==> config.mk <==
export PLATFORM = sky130hd
export DESIGN_NAME = tt_um_sequential_divider_4bit
export DESIGN_NICKNAME = d
export VERILOG_FILES = /design/src/rtl/tt_um_sequential_divider_4bit.sv
export SDC_FILE = /design/constraint.sdc
export NUM_CORES = 1
export LEC_CHECK = 0
export BUFFER_PORTS_ARGS = -buffer_cell sky130_fd_sc_hd__buf_4
export CORE_MARGIN = 2
export CORE_UTILIZATION = 25
export CTS_BUF_LIST = sky130_fd_sc_hd__clkbuf_2
export DETAILED_ROUTE_END_ITERATION = 16
export MAX_ROUTING_LAYER = met4
export PLACE_DENSITY = 0.46
export SYNTH_ARGS = -nofsm -noshare
export SYNTH_HDL_FRONTEND = slang
export SYNTH_SLANG_ARGS = --single-unit
==> constraint.sdc <==
create_clock -name clk -period 1.8 [get_ports clk]
set_input_delay 0.27 -clock clk [delete_from_list [all_inputs] [get_ports clk]]
set_output_delay 0.27 -clock clk [all_outputs]
set_load 0.1 [all_outputs]
==> src/rtl/tt_um_sequential_divider_4bit.sv <==
// tt_um_sequential_divider_4bit: restoring divider, one quotient bit per clock, flags divide-by-zero
module tt_um_sequential_divider_4bit #(
    parameter int WIDTH = 4
) (
    input  logic       clk,
    input  logic       reset,
    input  logic [7:0] ui_in,
    input  logic [7:0] uio_in,
    input  logic       in_valid,
    output logic [7:0] uo_out,
    output logic [7:0] uio_out,
    output logic [7:0] uio_oe,
    output logic       out_done
);
    typedef enum logic [1:0] {IDLE = 2'd0, CALC = 2'd1, DONE = 2'd2} state_t;
    state_t           r_state, w_state_nx;
    logic [2:0]       r_cnt;
    logic [WIDTH-1:0] r_rem, r_shift, r_div, r_q, r_r;
    logic             r_dbz;
    logic [WIDTH-1:0] w_a, w_b, w_rem_nx, w_shift_nx;
    logic [WIDTH:0]   w_shifted, w_trial;
    logic             w_qbit, w_last, w_start, w_unused;

    assign w_a        = ui_in[WIDTH-1:0];
    assign w_b        = uio_in[WIDTH-1:0];
    assign w_unused   = &{1'b0, ui_in[7:WIDTH], uio_in[7:WIDTH]};
    assign w_start    = (r_state == IDLE) && in_valid;
    assign w_last     = r_cnt == 3'(WIDTH - 1);
    // The trial subtraction is one bit wider than the operands so its msb is the borrow.
    assign w_shifted  = {r_rem, r_shift[WIDTH-1]};
    assign w_trial    = w_shifted - {1'b0, r_div};
    assign w_qbit     = ~w_trial[WIDTH];
    assign w_rem_nx   = w_qbit ? w_trial[WIDTH-1:0] : w_shifted[WIDTH-1:0];
    assign w_shift_nx = (r_shift << 1) | WIDTH'(w_qbit);

    assign uo_out   = {4'(r_r), 4'(r_q)};
    assign uio_out  = {2'b00, r_state == CALC, r_dbz, 4'b0000};
    assign uio_oe   = 8'h30;
    assign out_done = r_state == DONE;

    always_comb begin
        w_state_nx = IDLE;
        if (r_state == IDLE) begin
            if (in_valid && w_b == '0) w_state_nx = DONE;
            else if (in_valid)         w_state_nx = CALC;
            else                       w_state_nx = IDLE;
        end else if (r_state == CALC) begin
            if (w_last) w_state_nx = DONE;
            else        w_state_nx = CALC;
        end
    end

    always_ff @(posedge clk) begin
        if (reset) r_state <= IDLE;
        else       r_state <= w_state_nx;
    end

    always_ff @(posedge clk) begin
        if (reset) begin
            r_cnt   <= '0;
            r_rem   <= '0;
            r_shift <= '0;
            r_div   <= '0;
            r_q     <= '0;
            r_r     <= '0;
            r_dbz   <= 1'b0;
        end else if (w_start) begin
            r_cnt   <= '0;
            r_rem   <= '0;
            r_shift <= w_a;
            r_div   <= w_b;
            if (w_b == '0) begin
                r_q   <= '1;
                r_r   <= w_a;
                r_dbz <= 1'b1;
            end
        end else if (r_state == CALC) begin
            r_cnt   <= r_cnt + 3'd1;
            r_rem   <= w_rem_nx;
            r_shift <= w_shift_nx;
            if (w_last) begin
                r_q   <= w_shift_nx;
                r_r   <= w_rem_nx;
                r_dbz <= 1'b0;
            end
        end
    end
endmodule

==> metrics.md, run 1 <==
| Metric | Value |
|---|---|
| Status | finished with violations |
| Violated checks | setup timing |
| CP Launch Type | register |
| Number of remaining DRC errors | 0 |
| Clk Latency, worst-skew pair | 0.39 ns |
| Sequential element share of the synthesized area | 37.08% |
| Asr flop ratio synth | 0% |
| Most used cell, CP | inv_2 |
| Most area-consuming cells after synthesis | dfxtp_1 (37%), buf_4 (8.0%), ha_1 (5.3%) |
| Layout Nets | 222 |
| CP max stage cell | dfxtp_2 |
| Vias in the first global route | 1,048 |
| Worst R2R End | r_r[3] |
| Count leader, synth | dfxtp_1 |
| Slew Limit Fails | 0 |
| Port Buf Inserts | 21 |
| Final critical-path setup slack | -0.2489 ns |
| Crit-path max FO | 5 |
| Hold depth | 3 |
| Final Hold Fails | 0 |
| P_leak | 0.7375 nW |
| CTS Hold Bufs | 0 |
| Area share of the largest cell type after synthesis | 37.08% |
| Distinct cell type count after synthesis | 39 |
| Reg-to-reg startpoint | r_shift[3] |
| CTS tree | done |
| Crit. End Element | register |
| Vias | 1,129 |
| Worst reg-to-reg setup slack | -0.25 ns |
| All-Layer GR Usage | 10.66% |
| Minimum hold slack | 0.1228 ns |
| PD cells | 864.9 mW/mm2 |
| CP Data Required Time | 2.10 ns |
| Clock buffer count from CTS | 3 |
| Total grt overflow | 0 |
| Top FF cell, synth | dfxtp_1 |
| Starting Density | 25.65% |
| Yosys warnings | 0 |
| Worst hold path class | input port to register |
| First-pass GRT wire length | 4981 um |
| DR iter-0 viols | 26 |
| R2R cell count | 10 |
| Hold EP | r_div[2] |
| Yosys reg bits | 26 |
| Rows | 27 |
| EDFF count, synth | 0 |
| Avg WL per Cell | 11.63 um |
| I/O pin cnt | 44 |
| Die width | 78.94 um |
| Clk sink count | 26 |
| Crit path cell chain | inv_2, ha_4, inv_2, fa_2, a21o_1, a21oi_4, xnor2_4, buf_6, nand2_1, a311oi_1 |
| Kind of critical path | register to register |
| Initial antenna violation count | 0 |
| Fin crit period | 2.049 ns |
| RSZ-0062 raised after global routing | yes |
| Max rail drop VDD | 0.2790 mV |
| DRT antenna net count | 0 |
| CTS clock-pin slew for the worst setup and hold paths | 0.28 ns |
| DR pass1 iterations | 4 |
| ANT cells | 0 |
| CP arrival | 2.35 ns |
| # Max-Cap Violations | 0 |
| DR vias/cell | 4.228 |
| Tcrit/Tclk final | 113.8% |
| # setup viols final | 10 |
| Top post-synthesis cells by count | dfxtp_1 (26), nand2_1 (19), nor2_1 (19) |
| Slowest stage delay, CP | 0.40 ns |
| Die height | 78.94 um |
| Finished Core Util | 32.67% |
| Core area | 0.005473 mm2 |
| Avg Inst Size Synth | 8.508 um2 |
| Share of layout cells above drive strength 1 | 31.28% |
| Critical path launch point | r_shift[3] |
| Final wirelength | 3104 um |
| Leading area contributor after synthesis | dfxtp_1 |
| Worst hold path startpoint | uio_in[2] |
| Post-Syn Instances | 165 |
| Max Clock Freq | 488.1 MHz |
| Post-Synthesis Cell Area | 0.001404 mm2 |
| Placer's final routability congestion estimate | 0.6902 |
| H-tree levels | 1 |
| Largest net degree at the start of global routing | 25 |
| Clk root buf | clkbuf_2 |
| Layout area overhead | 27.36% |
| Die area | 0.006231 mm2 |
| DP Wirelength | 2295 um |
| Clock Skews | 0.02865 ns |
| Clock tree buffer depth | 2 |
-- metal layers --
metal	up-vias	global-route usage, %	routed length, um
met1	511	13.83	1518
met2	29	16.92	1381
met3	4	2.841	180
met4	0	2.069	24
met5	-	-	0
li1	585	-	-
-- logic make-up (layout without fill, tap and decap cells) --
group / Yosys count / after routing / synth area share, %
other cells: 2 / 14 / 0.5350
simple gates: 63 / 63 / 22.90
mux: 4 / 4 / 3.208
compound gates: 31 / 31 / 14.26
xor+xnor: 4 / 4 / 3.031
fa+ha+maj: 7 / 7 / 6.774
buf+inv: 28 / 46 / 12.21
flops: 26 / 26 / 37.08
-- cell usage in the layout (no fill, tap or decap), types with 3 or more instances in the layout --
cell	Yosys	routed
a21oi_1	14	14
conb_1	2	14
nor2_1	19	19
buf_4	15	31
nand2_1	19	19
ha_1	6	5
dfxtp_2	0	3
o21ai_0	4	3
nor3_1	5	5
nand2b_1	4	4
nor3b_1	4	4
inv_1	6	4
clkbuf_2	0	3
dfxtp_1	26	23
a211oi_1	4	3
-- what timing repair did --
item	in CTS	in global routing
buffers inserted	1	1
cloned	0	0
endpoints found under the setup margin	11	11
pin swaps	1	1
hold endpoints to repair	0	0
gates resized for setup	9	5
-- how the worst max path moves through the flow --
stage / end / cells after the start
final: r_r[3] / 10
after global routing: r_rem[3] / 10
after CTS: r_r[3] / 10
after detailed placement: r_rem[3] / 10
after global placement: r_r[1] / 9
after floorplan: r_r[1] / 9
-- sequential cells by signal, summed over array words and instances, names as in the netlist --
register  flops
r_cnt         3
r_dbz         1
r_shift       4
r_q           4
r_r           4
r_state       2
r_div         4
r_rem         4
-- where the power goes --
group | switching, mW | total [mW] | internal [mW]
sequential | 0.0232 | 0.631 | 0.608
clock | 0.194 | 0.385 | 0.191
combinational | 0.342 | 0.530 | 0.189
total | 0.559 | 1.55 | 0.987
-- final cells by class --
| cell class | count | area (um2) |
|---|---|---|
| flip-flops and latches | 26 | 524.3 |
| multi-input cells | 123 | 809.5 |
| clock inverters | 1 | 30.03 |
| repair buffers | 35 | 290.3 |
| inverters | 7 | 28.78 |
| clock buffers | 3 | 15.01 |
| well taps | 72 | 90.09 |
| fillers | 600 | 3685 |
-- worst max-delay path: cells and delay by family (launching register included) --
kind                     cells  cell delay (ns)
buffers and inverters        3             0.25
XOR/XNOR                     1             0.18
flip-flops                   1             0.40
AND/OR/NAND/NOR              1             0.05
AO/OA/AOI/OAI                3             0.60
adder cells (fa/ha/maj)      2             0.48
-- per-stage QoR --
step	cell area [um2]	power, mW	instances	setup WS, ns	setup TNS [ns]
4_1_cts	1777	1.563	267	-0.2802	-2.412
2_1_floorplan	1468	1.024	177	-0.1114	-0.4907
3_3_place_gp	1680	1.116	262	-0.2226	-1.853
6_report	1788	1.546	267	-0.2489	-2.137
3_5_place_dp	1680	1.119	262	-0.2443	-2.109
5_1_grt	1788	1.633	267	-0.3621	-3.088
(Power assumes the default switching activity.)
==> run 2: changes to the inputs <==
PLACE_DENSITY = 0.44   (was 0.46)
clock period = 2.4 ns   (was 1.8 ns; I/O delays follow)
==> run 2 against run 1 <==
Compared with the run above: the flow now finishes without violations; via count fell by 5.5%; non-clock buffer count fell by 13; final cell count fell by 4.9%; cell area fell by 10%; sequential power fell by 25%; hold slack improved by 0.10 ns; count of clock-buffer cells in the layout did not move; core utilization fell by 3.3 points; worst setup slack improved by 0.37 ns; power fell by 30%; die area did not move; sequential cell count did not move; critical endpoint is now r_rem[1]; largest cell class unchanged.
==> metrics.md, run 2 (synthesis gave the netlist of run 1 again) <==
| Metric | Value |
|---|---|
| # Max-Cap Violations | 0 |
| Port Buf Inserts | 21 |
| Layout area overhead | 14.53% |
| Clk root buf | clkbuf_2 |
| Max Clock Freq | 439.4 MHz |
| Relative slew slack | 64.77% |
| H-tree levels | 1 |
| Initial antenna violation count | 0 |
| Die width | 78.94 um |
| Reg-to-reg startpoint | r_shift[3] |
| Placed Area | 0.001559 mm2 |
| Final Hold Fails | 0 |
| Vias | 1,067 |
| Kind of critical path | register to register |
| P_leak | 0.6612 nW |
| Largest net degree at the start of global routing | 25 |
| Crit-path max FO | 8 |
| ANT cells | 0 |
| DRT antenna net count | 0 |
| Max rail drop VDD | 0.2167 mV |
| Die area | 0.006231 mm2 |
| Share of layout cells above drive strength 1 | 20.33% |
| Fin area | 0.001608 mm2 |
| Tcrit/Tclk final | 94.82% |
| Setup bufs post-CTS | 0 |
| Hold depth | 3 |
| CP Launch Type | register |
| # setup viols final | 0 |
| Starting Density | 25.65% |
| Worst reg-to-reg setup slack | 0.12 ns |
| Vias in the first global route | 992 |
| Layout Nets | 209 |
| Core area | 0.005473 mm2 |
| CP arrival | 2.54 ns |
| Minimum hold slack | 0.2271 ns |
| Final critical-path setup slack | 0.1244 ns |
| CTS tree | done |
| Rows | 27 |
| Clk Latency, worst-skew pair | 0.37 ns |
| PD cells | 670.6 mW/mm2 |
| Fin crit period | 2.276 ns |
| Crit. End Element | register |
| Hold EP | r_div[2] |
| CTS clock-pin slew for the worst setup and hold paths | 0.27 ns |
| Slew @ Worst Pin | 0.5259 ns |
| Slew Limit Fails | 0 |
| Number of remaining DRC errors | 0 |
| Worst R2R End | r_rem[1] |
| All-Layer GR Usage | 10.15% |
| Worst hold path class | input port to register |
| Clk sink count | 26 |
| First-pass GRT wire length | 4843 um |
| Worst hold path startpoint | uio_in[2] |
| Die height | 78.94 um |
| DR vias/cell | 4.201 |
| DP Worst Slack | 0.09777 ns |
| Status | finished clean |
| DP Wirelength | 2202 um |
| Most frequent cells in the layout | dfxtp_1 (26), buf_4 (22), nand2_1 (19), nor2_1 (19) |
| Avg WL per Cell | 11.71 um |
| Placer's final routability congestion estimate | 0.7107 |
| CP Data Required Time | 2.66 ns |
| Clock buffer count from CTS | 3 |
| Setup TNS after final layout | 0 ns |
| R2R cell count | 9 |
| DR iter-0 viols | 33 |
| RSZ-0062 raised after global routing | no |
| DR pass1 iterations | 4 |
| Clock tree buffer depth | 2 |
| I/O pin cnt | 44 |
| Clock Skews | 0.02708 ns |
| Commonest non-fill, non-tap cell in the layout | dfxtp_1 |
| Total grt overflow | 0 |
| Final wirelength | 2974 um |
run 2: cell count changes in the layout (fill, tap and decap cells not counted), sizes merged:
cell	change
buf	-13
run 2: metrics by stage:
stage / std cells / total power [mW] / utilization [%]
2_1_floorplan: 177 / 0.7631 / -
3_3_place_gp: 250 / 0.8010 / 28.49
3_5_place_dp: 250 / 0.8028 / 28.49
4_1_cts: 254 / 1.088 / 29.31
5_1_grt: 254 / 1.136 / 29.38
6_report: 254 / 1.078 / 29.38
run 2: worst max-delay path, cell delays in order, from the launching register on:
cell	delay [ns]
dfxtp_1	0.39
inv_1	0.07
ha_1	0.17
inv_1	0.05
fa_1	0.40
a21o_1	0.19
a21oi_2	0.17
xnor2_2	0.25
mux2i_2	0.37
a21oi_1	0.11
run 2: how the worst max path moves through the flow:
stage,from,end,slack [ns]
after floorplan,r_state[1],out_done,0.32
after CTS,r_shift[3],r_r[1],0.07
after global placement,r_shift[3],r_r[1],0.13
final,r_shift[3],r_rem[1],0.12
after detailed placement,r_shift[3],r_r[1],0.1
after global routing,r_shift[3],r_r[1],0.01
run 2: what timing repair did:
action / in CTS / in global routing
gates resized for setup: 0 / 1
endpoints found under the setup margin: 0 / 2
hold buffers: 0 / 0
run 2: layout make-up:
class / count / area [um2]
clock buffer: 3 / 15.01
clock inverter: 1 / 30.03
fill: 620 / 3865
inverter: 7 / 26.28
multi-input combinational: 123 / 760.7
sequential: 26 / 520.5
tap: 72 / 90.09
timing repair buffer: 22 / 165.2
run 2: where the power goes:
part | internal, mW | total (mW) | switching (mW)
Sequential | 0.455 | 0.472 | 0.0166
Combinational | 0.0897 | 0.325 | 0.235
Clock | 0.143 | 0.282 | 0.138
run 2: per-layer routing:
| layer | vias up | wire [um] | global-route usage [%] |
|---|---|---|---|
| met2 | 25 | 1317 | 15.98 |
| met3 | 2 | 149 | 2.955 |
| met5 | - | 0 | - |
| met4 | 0 | 26 | 2.069 |
| li1 | 557 | - | - |
| met1 | 483 | 1481 | 13.07 |
==> run 3: changes to the inputs <==
PLACE_DENSITY = 0.46   (was 0.44)
clock period = 1.9 ns   (was 2.4 ns; I/O delays follow)
==> run 3 against run 2 <==
Compared with the run above: clock skew up 0.0022 ns; worst setup slack worse by 0.29 ns; sequential share of layout area down 1.8 points; sequential power up 26%; maximum frequency up 10%; via count up 4.7%; the run now ends with setup timing left; cell area up 6.1%; count of clock-buffer cells in the layout unchanged; die area unchanged.
==> metrics.md, run 3 (synthesis gave the netlist of run 1 again) <==
| Metric | Value |
|---|---|
| Status | finished with violations |
| Violated checks | setup timing |
| DP Wirelength | 2349 um |
| Inst Count DP | 260 |
| Clock buffer count from CTS | 3 |
| Avg WL per Cell | 11.86 um |
| Die area | 0.006231 mm2 |
| CTS Hold Bufs | 0 |
| Port Buf Inserts | 21 |
| R2R cell count | 9 |
| Clock tree buffer depth | 2 |
| Worst R2R End | r_rem[0] |
| Most frequent cells in the layout | buf_4 (31), dfxtp_1 (25), nand2_1 (19), nor2_1 (19) |
| DR vias/cell | 4.231 |
| Setup bufs post-CTS | 0 |
| Max rail drop VDD | 0.1938 mV |
| All-Layer GR Usage | 11.24% |
| Total grt overflow | 0 |
| Layout area overhead | 21.57% |
| CP Launch Type | register |
| Clock Skews | 0.02924 ns |
| Relative slew slack | 65.16% |
| Initial antenna violation count | 0 |
| CP arrival | 2.36 ns |
| Final Hold Fails | 0 |
| Reg-to-reg startpoint | r_shift[3] |
| Rows | 27 |
| I/O pin cnt | 44 |
| CTS clock-pin slew for the worst setup and hold paths | 0.28 ns |
| Commonest non-fill, non-tap cell in the layout | buf_4 |
| Placer's final routability congestion estimate | 0.7391 |
| Hold EP | r_div[1] |
| Largest net degree at the start of global routing | 25 |
| Tcrit/Tclk final | 108.5% |
| Clk root buf | clkbuf_2 |
| DRT antenna net count | 0 |
| Worst reg-to-reg setup slack | -0.16 ns |
| Clk sink count | 26 |
| Finished Core Util | 31.18% |
| CP Data Required Time | 2.20 ns |
| RSZ-0062 raised after global routing | yes |
| Core area | 0.005473 mm2 |
| Crit. End Element | register |
| Die width | 78.94 um |
| Slew Limit Fails | 0 |
| H-tree levels | 1 |
| Fin crit period | 2.062 ns |
| ANT cells | 0 |
| DR iter-0 viols | 25 |
| Layout Nets | 219 |
| Non-filler instance count after layout | 264 |
| P_leak | 0.7026 nW |
| Slew @ Worst Pin | 0.5206 ns |
| DR pass1 iterations | 4 |
| Vias | 1,117 |
| Number of remaining DRC errors | 0 |
| Kind of critical path | register to register |
| Hold depth | 3 |
| Final critical-path setup slack | -0.1620 ns |
| Max Clock Freq | 485.0 MHz |
| Worst hold path startpoint | uio_in[1] |
| Clk Latency, worst-skew pair | 0.37 ns |
| Worst hold path class | input port to register |
| # setup viols final | 10 |
| Crit-path max FO | 7 |
| Vias in the first global route | 1,108 |
| # Max-Cap Violations | 0 |
| Final-layout fill cell count | 617 |
| Starting Density | 25.65% |
| PD cells | 757.5 mW/mm2 |
| First-pass GRT wire length | 5402 um |
| Final wirelength | 3131 um |
| Share of layout cells above drive strength 1 | 28.13% |
| Die height | 78.94 um |
| CTS tree | done |
[run 3: what timing repair did]
action                                  CTS  global route
hold endpoints to repair                  0             0
resized for setup                         3             4
endpoints found under the setup margin   10            10
pin swaps                                 4             1
[run 3: worst max-delay path by stage]
stage / from / end / slack (ns) / depth (start not counted)
global placement: r_shift[3] / r_r[1] / -0.13 / 9
floorplan: r_shift[3] / r_r[1] / -0.01 / 9
CTS: r_shift[3] / r_rem[0] / -0.13 / 9
detailed placement: r_shift[3] / r_r[1] / -0.13 / 9
finish: r_shift[3] / r_rem[0] / -0.16 / 9
global route: r_shift[3] / r_r[1] / -0.21 / 9
[run 3: critical path, stage by stage (launching register included)]
cell and delay, ns:
dfxtp_2 0.39, inv_2 0.08, ha_4 0.14, inv_2 0.03
fa_2 0.33, a21o_1 0.19, a21oi_4 0.18, xnor2_4 0.19
mux2_4 0.35, o21ai_1 0.11
[run 3: routing by layer]
layer / vias to the layer above / global-route usage, % / wire length [um]
met2: 26 / 17.26 / 1302
met5: - / - / 0
li1: 577 / - / -
met3: 2 / 1.932 / 140
met4: 0 / 3.621 / 16
met1: 512 / 15.15 / 1672
[run 3: final cells by class]
class	count	area, um2	area share, %
Clock inverter	1	3.754	0.2199
Timing Repair Buffer	32	244.0	14.30
Inverter	7	26.28	1.540
Clock buffer	3	15.01	0.8798
Sequential cell	26	521.8	30.57
Tap cell	72	90.09	5.279
Multi-Input combinational cell	123	805.8	47.21
[run 3: where the power goes]
part / switching [mW] / leakage [nW] / internal [mW] / total (mW)
combinational: 0.315 / 0.476 / 0.160 / 0.475
clock: 0.174 / 0.0140 / 0.0457 / 0.220
sequential: 0.0222 / 0.212 / 0.575 / 0.597
[run 3: metrics by stage]
step           TNS [ns]  area [um2]  power [mW]  hold WS (ns)  setup WS [ns]
2_1_floorplan  -0.01361        1468      0.9691        0.4210       -0.01137
3_3_place_gp    -0.6620        1653       1.051        0.4440        -0.1293
3_5_place_dp    -0.7669        1653       1.051        0.4508        -0.1259
4_1_cts         -0.9689        1694       1.299        0.1048        -0.1325
5_1_grt          -1.813        1707       1.373       0.08874        -0.2098
6_report         -1.033        1707       1.293        0.1204        -0.1620
